==> src/rtl/data_structures.sv <==
// Shared types for the load/store path: functional-unit opcodes, the LS
// controller state encoding and the latched instruction record.
package data_structures;

    localparam int DS_GPR_SIZE     = 64;
    localparam int DS_ROB_IDX_SIZE = 6;

    typedef enum logic [1:0] {
        FU_OP_NOP  = 2'd0,
        FU_OP_LDUR = 2'd1,
        FU_OP_STUR = 2'd2,
        FU_OP_ADD  = 2'd3
    } fu_op_t;

    typedef enum logic [1:0] {
        LS_IDLE = 2'd0,
        LS_REQ  = 2'd1,
        LS_RESP = 2'd2
    } ls_state_t;

    // Everything captured from the reservation station at issue time.
    typedef struct packed {
        fu_op_t                     op;
        logic [DS_GPR_SIZE-1:0]     addr;
        logic [DS_GPR_SIZE-1:0]     data;
        logic [DS_ROB_IDX_SIZE-1:0] dst_rob_index;
        logic                       fault;
    } ls_entry_t;

endpackage

==> src/rtl/ls_functional_unit.sv <==
// Load/store functional unit: one instruction in flight, alignment check,
// single-outstanding req/ack memory port, result held until the ROB takes it.
module ls_functional_unit
    import data_structures::*;
#(
    parameter int GPR_SIZE     = DS_GPR_SIZE,
    parameter int ROB_IDX_SIZE = DS_ROB_IDX_SIZE,
    parameter int ALIGN_BITS   = 3
) (
    input  logic                    in_clk,
    input  logic                    in_rst_n,
    input  logic                    in_rs_start,
    input  fu_op_t                  in_rs_op,
    input  logic [GPR_SIZE-1:0]     in_rs_val_a,
    input  logic [GPR_SIZE-1:0]     in_rs_val_b,
    input  logic [ROB_IDX_SIZE-1:0] in_rs_dst_rob_index,
    output logic                    out_fu_ready,
    output logic                    out_mem_req,
    output logic                    out_mem_we,
    output logic [GPR_SIZE-1:0]     out_mem_addr,
    output logic [GPR_SIZE-1:0]     out_mem_wdata,
    input  logic                    in_mem_ack,
    input  logic [GPR_SIZE-1:0]     in_mem_rdata,
    output logic                    out_rob_done,
    output logic [ROB_IDX_SIZE-1:0] out_rob_dst_rob_index,
    output logic [GPR_SIZE-1:0]     out_rob_value,
    output logic                    out_rob_fault,
    input  logic                    in_rob_ack,
    input  logic                    in_flush
);

    ls_state_t           state, state_n;
    ls_entry_t           entry, entry_n;
    logic                flush_pending, flush_pending_n;
    logic [GPR_SIZE-1:0] rob_value, rob_value_n;

    // Next-state decode. Priority: flush, then mem/rob ack, then start.
    always_comb begin
        state_n         = state;
        entry_n         = entry;
        flush_pending_n = flush_pending;
        rob_value_n     = rob_value;
        case (state)
            LS_IDLE: begin
                flush_pending_n = 1'b0;
                if (in_rs_start && !in_flush) begin
                    entry_n.op            = in_rs_op;
                    entry_n.addr          = in_rs_val_a;
                    entry_n.data          = in_rs_val_b;
                    entry_n.dst_rob_index = in_rs_dst_rob_index;
                    // Misaligned or non-memory ops complete as faults without touching memory.
                    entry_n.fault = (in_rs_val_a[ALIGN_BITS-1:0] != '0) ||
                                    !((in_rs_op == FU_OP_LDUR) || (in_rs_op == FU_OP_STUR));
                    rob_value_n   = '0;
                    state_n       = entry_n.fault ? LS_RESP : LS_REQ;
                end
            end
            LS_REQ: begin
                if (in_mem_ack) begin
                    // A flush arriving with the ack still kills the result.
                    if (in_flush || flush_pending) begin
                        state_n         = LS_IDLE;
                        flush_pending_n = 1'b0;
                    end else begin
                        state_n     = LS_RESP;
                        rob_value_n = (entry.op == FU_OP_LDUR) ? in_mem_rdata : '0;
                    end
                end else if (in_flush) begin
                    // The bus transaction must complete; remember to drop it.
                    flush_pending_n = 1'b1;
                end
            end
            LS_RESP: begin
                if (in_flush || in_rob_ack) state_n = LS_IDLE;
            end
            default: state_n = LS_IDLE;
        endcase
    end

    // State and latched-instruction registers; reset aborts any transaction.
    always_ff @(posedge in_clk or negedge in_rst_n) begin
        if (!in_rst_n) begin
            state         <= LS_IDLE;
            entry         <= '0;
            flush_pending <= 1'b0;
            rob_value     <= '0;
        end else begin
            state         <= state_n;
            entry         <= entry_n;
            flush_pending <= flush_pending_n;
            rob_value     <= rob_value_n;
        end
    end

    // Outputs come only from state and latched registers.
    assign out_fu_ready          = (state == LS_IDLE);
    assign out_mem_req           = (state == LS_REQ);
    assign out_mem_we            = (state == LS_REQ) && (entry.op == FU_OP_STUR);
    assign out_mem_addr          = entry.addr;
    assign out_mem_wdata         = entry.data;
    assign out_rob_done          = (state == LS_RESP);
    assign out_rob_dst_rob_index = entry.dst_rob_index;
    assign out_rob_value         = rob_value;
    assign out_rob_fault         = (state == LS_RESP) && entry.fault;

    // Issuing into a busy unit is an RS bug; the start is dropped.
    a_start_when_busy: assert property (@(posedge in_clk) disable iff (!in_rst_n)
        !(in_rs_start && !out_fu_ready));

endmodule

==> config.mk <==
export PLATFORM = sky130hd
export DESIGN_NAME = ls_functional_unit
export DESIGN_NICKNAME = d
export VERILOG_FILES = /design/src/rtl/data_structures.sv /design/src/rtl/ls_functional_unit.sv
export SDC_FILE = /design/constraint.sdc
export NUM_CORES = 1
export LEC_CHECK = 0
export ABC_AREA = 1
export CORE_MARGIN = 10
export CORE_UTILIZATION = 43
export CTS_CLUSTER_DIAMETER = 100
export DETAILED_ROUTE_END_ITERATION = 10
export GPL_ROUTABILITY_DRIVEN = 0
export PLACE_DENSITY = 0.81
export SYNTH_ARGS = -nofsm -noshare
export SYNTH_HDL_FRONTEND = slang
export SYNTH_SLANG_ARGS = --single-unit
==> constraint.sdc <==
create_clock -name in_clk -period 1.7 [get_ports in_clk]
set_input_delay 0.425 -clock in_clk [delete_from_list [all_inputs] [get_ports in_clk]]
set_output_delay 0.425 -clock in_clk [all_outputs]
set_load 0.005 [all_outputs]
== Word level (Yosys, flattened, before mapping) ==
Cells that the tools add are included.

* Register bits: 204
* Latch bits: 0
* Memory bits (writable): 0
* Bits in read-only memories: 0
* Bits of input ports: 206
* Output and inout port bits: 203
* Memories: 0

* Add/sub/neg operators: 0
* $mul: 0
* Div/mod/pow operators: 0
* Order comparisons: 0
* Equality and inequality tests: 12
* Shift operators: 0
* Multiplexer cells: 15
* Bitwise gates (word level): 0
* Reduce and logical (&&, ||, !) cells: 16

{| class="wikitable"
|+ Operators by type and width
! cell !! number
|-
| $mux W64 || 4
|-
| $pmux W64 S2 || 1
|-
| $mux W2 || 5
|-
| $eq A2 B1 Y1 const B || 3
|-
| $eq A2 B2 Y1 const B || 3
|-
| $ne A2 B1 Y1 const B || 3
|-
| $pmux W2 S3 || 1
|-
| $reduce_and A3 Y1 || 2
|-
| $logic_or A1 B1 Y1 || 4
|-
| $reduce_and A4 Y1 || 1
|-
| $logic_and A1 B1 Y1 || 3
|-
| $mux W1 || 3
|-
| $ne A3 B1 Y1 const B || 1
|-
| $ne A3 B2 Y1 const B || 1
|-
| $reduce_bool A3 Y1 || 1
|-
| $logic_not A1 Y1 || 2
|-
| $logic_not A2 Y1 || 1
|-
| $ne A2 B2 Y1 const B || 1
|-
| $pmux W1 S2 || 1
|-
| $reduce_and A2 Y1 || 1
|-
| $reduce_bool A2 Y1 || 1
|}

== Depth between registers and ports, before layout ==
Gate-level depths: netlist of the first run.

* Depth in word-level cells: 7
* Mapped depth: 9
* Mapped depth without buffers: 8

== Worst setup path after synthesis of the first run ==
OpenSTA, ideal clock, no wires.

* Path type: flip-flop to flip-flop
* Start point: register state[1]
* End point: register entry, in the netlist out_mem_addr[0]
* Setup time: 0.116 ns
* Arrival time: 1.231 ns
* Setup slack: 0.353 ns
* Stages on the path, launching flop included: 9
* Path buffers: 2
* Clock period less this slack: 1.347 ns
* Cell sequence: dfrtp_1 -> nor2_2 -> inv_2 -> nor2_4 -> inv_4 -> buf_6 -> buf_6 -> nand2_1 -> nand2_1

* Cells in the longest elaborated chain, start to end: 2

{| class="wikitable"
|+ Ends and longest elaborated chain
! item !! RTL line !! source
|-
| start: declaration || ls_functional_unit.sv:32 || <nowiki>ls_state_t state, state_n;</nowiki>
|-
| start signal: assignment || ls_functional_unit.sv:88 || <nowiki>state <= state_n;</nowiki>
|-
| $logic_not A2 Y1 || -- ||
|-
| named net out_fu_ready || ls_functional_unit.sv:17 || <nowiki>output logic out_fu_ready,</nowiki>
|-
| $reduce_and A2 Y1 (no line) || -- ||
|-
| end signal: assignment || ls_functional_unit.sv:89 || <nowiki>entry <= entry_n;</nowiki>
|-
| end: declaration || ls_functional_unit.sv:33 || <nowiki>ls_entry_t entry, entry_n;</nowiki>
|}

The timed path passes the listed nets, and every way through them passes these cells.
A chain may end at the register's enable or synchronous reset.

== Final worst setup path of the first run ==
* Start point: register state[0]
* End point: output out_mem_we

* Cells in the longest elaborated chain, start to end: 2

{| class="wikitable"
|+ Ends and longest elaborated chain
! item !! RTL line !! source
|-
| $eq A2 B1 Y1 || ls_functional_unit.sv:98 || <nowiki>assign out_mem_we = (state == LS_REQ) && (entry.op == FU_OP_STUR);</nowiki>
|-
| $logic_and A1 B1 Y1 || ls_functional_unit.sv:98 ||
|-
| end: declaration || ls_functional_unit.sv:19 || <nowiki>output logic out_mem_we,</nowiki>
|}

Every way passes these cells.

==> results.toml, run 1 <==
[global_route]
grt_pass1_vias = 8388
grt_antenna_before_repair = 1
grtUsageTotal_pct = 20.3
grt_max_degree = 65
grt_pass1_wl_um = 46700
gr-total-overflow = 0

[routing]
drt_iter0_markers = 529
vias = 8185
totalWireLength_um = 31200
firstDrtPassIters = 5
ant_nets = 0
drcViolationCount = 0
wl_per_cell_um = 17.7
avgViaCountPerCell = 4.65

[cells_and_area]
seq_area_um2 = 5110
stdcell_area_um2 = 13700
post-route-util_pct = 62.9
final_nets = 1668
multi_input_comb_area_um2 = 2750
syn_to_final_growth_pct = 43.7
drive_gt1_share_pct = 7.37
nFillCells = 1834
final_cell_mix = "545 x nand2_1, 204 x clkdlybuf4s50_1, 203 x dfrtp_1, 198 x dlygate4sd2_1, 72 x inv_1"
final_common_cell = "nand2_1"

[timing]
post-route-period-util_pct = 103
finalWorstSetupSlack_ns = -0.0524
period_minus_slack_ns = 1.75
finalSetupTns_ns = -0.109
rsz0062_at_grt = "yes"
slew_headroom_pct = 69.1
timing.hold.ws_ns = 0.433
setup_viol = 3
worst_pin_slew_ns = 0.463
skew_ns = 0.0128
fmax_mhz = 571
drv_slew = 0
finalHoldViolCount = 0

[synthesis]
yosysUniqueCellTypes = 18
synth_nets = 1374
synth_top_area_cell = "dfrtp_1"
synth.avg_cell_area_um2 = 8.18
yosysSeqAreaShare_pct = 53.4
synth.area.top_cells = "dfrtp_1 53%, nand2_1 21%, buf_4 11%, nand3_1 3.5%, inv_1 2.9%"
yosys_warnings = 0
syn_area_um2 = 9550
synth-seq-cells = 204
yosysTopAreaCellShare_pct = 53.4
synth_cells = 1168

[setup_path]
crit_path_max_fanout = 2
r2r_setup_slack_ns = 0.07
r2r_start = "state[1]"
cp_data_required_time_ns = 1.27
r2r-end = "out_mem_addr[55]"
start_kind = "flip-flop"
cp_data_arrival_time_ns = 1.33
r2r_cells = 10
critPathCapture = "out_mem_we"
critical_path.cell_chain = "inv_2 > nor2_4 > nand2_1 > nor2_1 > buf_2"
max_stage_delay_ns = 0.39
critPathKind = "flip-flop to primary output"
critPathCaptureType = "primary output"
crit_start = "state[0]"
critPathSlowestCell = "dfrtp_1"

[run_status]
violations = "setup timing"
status = "finished, violations left"

[clock_tree]
cts_inserted_buffers = 23
clock_path_buffers = 3
cts_tree = "yes"
clock_sinks = 204
clk_pin_slew_ns = 0.07
clk_latency_ns = 0.51
clockRootBuffer = "clkbuf_16"
htree_levels = 1

[power]
p_switching_mw = 6.25
p_leak_nw = 7.84
power_frac_clock_pct = 25.6
p_sw_share_pct = 33.3
peakVddDrop_mv = 0.556
combPwrFrac_pct = 35.9
power.internal_mw = 12.5
power.density_nw_per_um2 = 1370
p_seq_share_pct = 38.4

[placement]
dp_slack_ns = -0.216
hpwl_um = 23400
postPlaceCellArea_um2 = 13100
numPortBuffers = 408

[die]
dieWidth_um = 169
io_pins = 409
die_y_um = 169
core_um2 = 21800
initial_core_util_pct = 43.8
dieArea_um2 = 28600
placementRows = 54

[hold_path]
hold_path.class = "primary input to async pin"

[run]
maxCapViolCount = 0
-- Yosys cell counts (all sizes together) --
master / instances
a21oi: 2
buf: 180
clkbuf: 9
dfrtp: 204
inv: 78
nand2: 550
nand3: 67
nor2: 74
nor3: 1
o21ai: 3
-- registers in the layout, indices dropped and copies added, names as in the netlist --
register and flops:
out_rob_dst_rob_index 6, out_mem_wdata 64, out_rob_value 64, entry 3, state 2, out_mem_addr 64
flush_pending 1
-- cell families after synthesis --
logic type             count (synthesis)  share of synthesized area [%]
DFF                                  204                           53.4
buffers and inverters                267                           18.0
AOI/OAI and AO/OA                      5                          0.262
and+or+nand+nor                      692                           28.3
-- critical path: cells and delay by family (launching register included) --
family                 cells  cell delay (ns)
buffers and inverters      2             0.21
flip-flops                 1             0.39
AND/OR/NAND/NOR            3             0.23
-- power groups by stage --
stage | sequential (mW) | clock, mW | combinational [mW]
2_1_floorplan | 7.16 | 0 | 4.79
3_3_place_gp | 7.29 | 0 | 7.40
3_5_place_dp | 7.35 | 0 | 7.56
4_1_cts | 7.22 | 4.95 | 6.58
5_1_grt | 7.42 | 5.11 | 7.43
6_report | 7.22 | 4.82 | 6.75
-- worst min path at each step --
stage | depth (start not counted) | slack [ns] | endpoint | from
6_report | 2 | 0.43 | out_rob_value[61] | in_rst_n
5_1_grt | 3 | 0.44 | out_mem_addr[7] | in_rs_val_a[7]
4_1_cts | 3 | 0.42 | out_mem_wdata[36] | in_rs_val_b[36]
3_5_place_dp | 1 | 0.42 | out_rob_value[61] | in_rst_n
3_3_place_gp | 1 | 0.41 | out_rob_value[52] | in_rst_n
2_1_floorplan | 0 | 0.13 | entry[0] | in_rst_n
-- final cells by class --
cell class / count / area share (%)
Clock inverter: 12 / 0.720
Tap cell: 280 / 2.55
Clock buffer: 29 / 4.65
Antenna cell: 1 / 0.0182
Inverter: 78 / 2.15
Timing Repair Buffer: 458 / 32.7
Sequential cell: 204 / 37.2
Multi-Input combinational cell: 697 / 20.0
-- routing by layer --
| metal | share of wire [%] | GRT usage, % |
|---|---|---|
| met1 | 37 | 22.7 |
| met4 | 2.8 | 6.64 |
| met5 | 0 | 0 |
| met3 | 12 | 8.82 |
| met2 | 49 | 34.0 |
-- repair_timing --
action | 4_1_cts | 5_1_grt
hold endpoints to repair | 36 | 0
pin swaps | 2 | 0
buffers inserted | 5 | 1
resized for setup | 226 | 7
hold buffers | 1 | 0
endpoints found under the setup margin | 203 | 15
gates cloned | 0 | 3
-- metrics by stage --
| step | total power [mW] | cells |
|---|---|---|
| after floorplan | 11.9 | 1168 |
| after global placement | 14.7 | 1708 |
| after detailed placement | 14.9 | 1708 |
| after CTS | 18.8 | 1754 |
| after global routing | 20.0 | 1759 |
| final | 18.8 | 1759 |
Power figures use the tool's default switching activity.
==> inputs of run 2 (changes only) <==
- SKIP_LAST_GASP: unset -> 1
==> run 2 against run 1 <==
Compared with the run above:
- the flow still finishes with violations (setup timing)
- sequential share of layout area hardly changed
- highest routed layer unchanged
- critical path type unchanged
- largest cell class unchanged
- clock power about the same
- non-clock buffer count stayed put
- global-route usage unchanged
- wire length about the same
- cell count unchanged
- fmax is 0.14% lower
- critical path depth did not move
- die area unchanged
==> results.toml, run 2 (synthesis results as in run 1) <==
[setup_path]
cp_num_cells = 5
crit_path_max_fanout = 2
critPathSlowestCell = "dfrtp_1"
r2r_cells = 10
cp_num_buf_inv = 2
critPathKind = "flip-flop to primary output"
max_stage_delay_ns = 0.39
cp_data_required_time_ns = 1.27
r2r_setup_slack_ns = 0.07
start_kind = "flip-flop"
cp_data_arrival_time_ns = 1.33
critPathTopFamily = "flip-flops"
critical_path.cell_chain = "inv_2 > nor2_4 > nand2_1 > nor2_1 > buf_2"
critPathCaptureType = "primary output"

[clock_tree]
clk_pin_slew_ns = 0.07
cts_inserted_buffers = 23
clock_sinks = 204
htree_levels = 1
clk_latency_ns = 0.51
clock_path_buffers = 3
clockRootBuffer = "clkbuf_16"
cts_tree = "yes"

[cells_and_area]
post-route-util_pct = 62.9
syn_to_final_growth_pct = 43.6
final_common_cell = "nand2_1"
final_cell_mix = "546 x nand2_1, 204 x clkdlybuf4s50_1, 203 x dfrtp_1, 198 x dlygate4sd2_1, 72 x inv_1"
drive_gt1_share_pct = 7.31
stdcell_area_um2 = 13700
final_nets = 1668

[die]
core_um2 = 21800
dieArea_um2 = 28600
io_pins = 409
placementRows = 54
initial_core_util_pct = 43.8
dieWidth_um = 169
die_y_um = 169

[timing]
drv_slew = 0
slew_headroom_pct = 69.1
fmax_mhz = 570
setup_viol = 4
skew_ns = 0.0131
finalHoldViolCount = 0
timing.hold.ws_ns = 0.435
finalWorstSetupSlack_ns = -0.0548
worst_pin_slew_ns = 0.464
period_minus_slack_ns = 1.75
rsz0062_at_grt = "yes"
post-route-period-util_pct = 103

[routing]
vias = 8188
wl_per_cell_um = 17.7
firstDrtPassIters = 6
drt_iter0_markers = 541
ant_nets = 0
avgViaCountPerCell = 4.65
totalWireLength_um = 31200
drcViolationCount = 0

[power]
p_leak_nw = 7.84
finalPower_mw = 18.8
p_switching_mw = 6.26
p_seq_share_pct = 38.4
peakVddDrop_mv = 0.560
p_sw_share_pct = 33.3
power_frac_clock_pct = 25.7
power.internal_mw = 12.5
power.density_nw_per_um2 = 1370
combPwrFrac_pct = 35.9

[run_status]
status = "finished, violations left"
violations = "setup timing"

[global_route]
grt_pass1_vias = 8388
grtUsageTotal_pct = 20.3
grt_max_degree = 65
grt_pass1_wl_um = 46700
gr-total-overflow = 0
grt_antenna_before_repair = 1

[run]
maxCapViolCount = 0

[placement]
hpwl_um = 23400
postPlaceCellArea_um2 = 13100
numPortBuffers = 408

[hold_path]
hold_path.class = "primary input to async pin"
-- run 2: cell type report --
type | instances | area [um2]
diodes | 1 | 2.50
clock buffers | 29 | 638
clock inverters | 12 | 98.8
fillers | 1834 | 8100
inverters | 78 | 295
multi-input cells | 697 | 2750
flip-flops and latches | 204 | 5110
well taps | 280 | 350
repair buffers | 458 | 4480
-- run 2: metal layers --
layer	track usage, %	part of all wire [%]	up-vias
met5	0	0	-
met4	6.64	2.8	0
met3	8.82	12	60
met2	34.0	49	393
met1	22.7	37	3789
li1	-	-	3946
-- run 2: worst paths after layout --
check | startpoint | endpoint
min reg2reg | out_mem_addr[52] | out_mem_addr[52]
max in group asynchronous | in_rst_n | out_mem_addr[60]
max | state[0] | out_mem_we
min | in_rst_n | out_rob_value[61]
max reg2reg | state[1] | out_mem_addr[55]
min in group in_clk | in_rs_val_b[36] | out_mem_wdata[36]
-- run 2: power by group through the flow --
stage,combinational (mW),clock (mW),sequential [mW]
4_1_cts,6.59,4.95,7.22
3_5_place_dp,7.56,0,7.35
6_report,6.75,4.82,7.22
2_1_floorplan,4.79,0,7.16
3_3_place_gp,7.40,0,7.29
5_1_grt,7.42,5.11,7.42
-- run 2: per-stage QoR --
step,setup TNS (ns),instances,worst slack [ns]
CTS,-0.366,1754,-0.179
global placement,-24.54,1708,-0.158
detailed placement,-32.78,1708,-0.216
finish,-0.149,1759,-0.0548
floorplan,0,1168,0.353
global route,-0.469,1759,-0.142
-- run 2: what timing repair did --
action,in CTS,in global routing
pin swaps,2,0
buffers inserted,5,1
hold buffers,1,0
hold endpoints to repair,36,0
resized for setup,222,8
endpoints found under the setup margin,203,15
gates cloned,0,3
==> inputs of run 3 (changes only) <==
- CORE_UTILIZATION: 43 -> 39
- PLACE_DENSITY: 0.81 -> 0.78
- clock period: 1.7 -> 1.5 ns (I/O delays scaled with it)
==> run 3 against run 2 <==
Compared with the run above:
- the run still ends with setup timing left
- sequential share of layout area is 6.5 points lower
- utilization is 6.0 points higher
- via count is 17% higher
- die area is 9.0% higher
- clock power is 17% higher
- critical path depth stayed put
- hold slack worse by 0.069 ns
- non-clock buffer count is 156 higher
- clock skew is 0.0012 ns lower
- wire length is 37% higher
- total power is 48% higher
- critical path type unchanged
- critical endpoint unchanged
- largest cell class is now non-clock buffers
- highest routed layer is now met5
==> results.toml, run 3 (synthesis results as in run 1) <==
[routing]
avgViaCountPerCell = 4.90
wl_per_cell_um = 21.8
totalWireLength_um = 42600
drcViolationCount = 0
drt_iter0_markers = 601
vias = 9608
firstDrtPassIters = 4
ant_nets = 0

[hold_path]
hold_path.class = "primary input to async pin"

[die]
initial_core_util_pct = 39.5
dieArea_um2 = 31200
core_um2 = 24200
io_pins = 409
placementRows = 57
dieWidth_um = 177
die_y_um = 177

[setup_path]
cp_data_required_time_ns = 1.12
critPathSlowestCell = "dfrtp_1"
start_kind = "flip-flop"
cp_num_buf_inv = 2
critPathKind = "flip-flop to primary output"
crit_path_max_fanout = 3
cp_data_arrival_time_ns = 1.35
max_stage_delay_ns = 0.38
critical_path.cell_chain = "inv_2 > nor2_4 > nand2_1 > nor2_1 > buf_2"
critPathCaptureType = "primary output"
critPathTopFamily = "flip-flops"

[timing]
skew_ns = 0.0119
slew_headroom_pct = 72.2
period_minus_slack_ns = 1.73
worst_pin_slew_ns = 0.416
drv_slew = 0
timing.hold.ws_ns = 0.366
rsz0062_at_grt = "yes"
fmax_mhz = 578
post-route-period-util_pct = 115
finalHoldViolCount = 0
finalWorstSetupSlack_ns = -0.229
finalSetupTns_ns = -23.80
setup_viol = 209

[clock_tree]
clock_path_buffers = 3
clockRootBuffer = "clkbuf_16"
clk_pin_slew_ns = 0.06
cts_inserted_buffers = 23
clock_sinks = 204
htree_levels = 1
clk_latency_ns = 0.51
cts_tree = "yes"

[placement]
numPortBuffers = 408
hpwl_um = 23100
postPlaceCellArea_um2 = 13200

[power]
finalPower_mw = 27.9
p_leak_nw = 8.99
peakVddDrop_mv = 0.898
power.density_nw_per_um2 = 1670

[run_status]
status = "finished, violations left"
violations = "setup timing"

[cells_and_area]
syn_to_final_growth_pct = 74.2
stdcell_area_um2 = 16600
nFillCells = 1635
drive_gt1_share_pct = 43.7
final_common_cell = "nand2_1"
post-route-util_pct = 68.8
final_cell_mix = "315 x nand2_1, 204 x clkdlybuf4s50_1, 203 x dfrtp_1, 164 x nand2_2, 126 x buf_2"
final_nets = 1826
diodes = 0

[run]
maxCapViolCount = 0

[global_route]
grt_pass1_wl_um = 55000
grt_max_degree = 63
gr-total-overflow = 0
grt_antenna_before_repair = 3
grt_pass1_vias = 9595
grtUsageTotal_pct = 22.3
run 3: metrics by stage:
step,cells,worst slack [ns]
global placement,1762,-0.382
finish,1960,-0.229
global route,1960,-0.326
floorplan,1168,0.153
CTS,1896,-0.232
detailed placement,1762,-0.408
run 3: cell type report:
class                           count  area (um2)  share of cell area [%]
Timing Repair Buffer              614        6090                    36.6
Timing Repair inverter              1        16.3                  0.0977
Clock inverter                      8        68.8                   0.413
Sequential cell                   204        5110                    30.7
Tap cell                          324         405                    2.44
Clock buffer                       33         683                    4.10
Multi-Input combinational cell    698        3950                    23.7
Inverter                           78         329                    1.98
run 3: power breakdown:
part / internal, mW / leakage [nW] / switching (mW)
clock: 3.33 / 0.379 / 2.32
combinational: 7.36 / 5.98 / 6.28
sequential: 7.30 / 2.63 / 1.27
run 3: routing by layer:
| metal | wire length [um] | GRT usage [%] |
|---|---|---|
| met4 | 1840 | 9.11 |
| met2 | 21300 | 38.4 |
| met3 | 4460 | 8.78 |
| met1 | 15000 | 24.0 |
| met5 | 41 | 0 |
run 3: final timing paths:
path | start | endpoint | cells past startpoint | slack (ns)
setup / recovery | state[0] | out_mem_we | 5 | -0.23
hold reg to reg | out_rob_value[37] | out_rob_value[37] | 2 | 0.47
hold / removal | in_rst_n | out_rob_value[59] | 2 | 0.37
max in group asynchronous | in_rst_n | out_mem_addr[2] | 3 | 0.56
setup reg to reg | state[1] | out_rob_value[42] | 11 | -0.21
min in group in_clk | in_rs_val_a[23] | out_mem_addr[23] | 3 | 0.40
run 3: what timing repair did:
action,4_1_cts,5_1_grt
setup endpoints to repair,321,291
endpoints found under the hold margin,28,0
resized for setup,724,468
cloned,25,27
buffers inserted,68,46
hold buffers,1,0
pin swaps,13,90
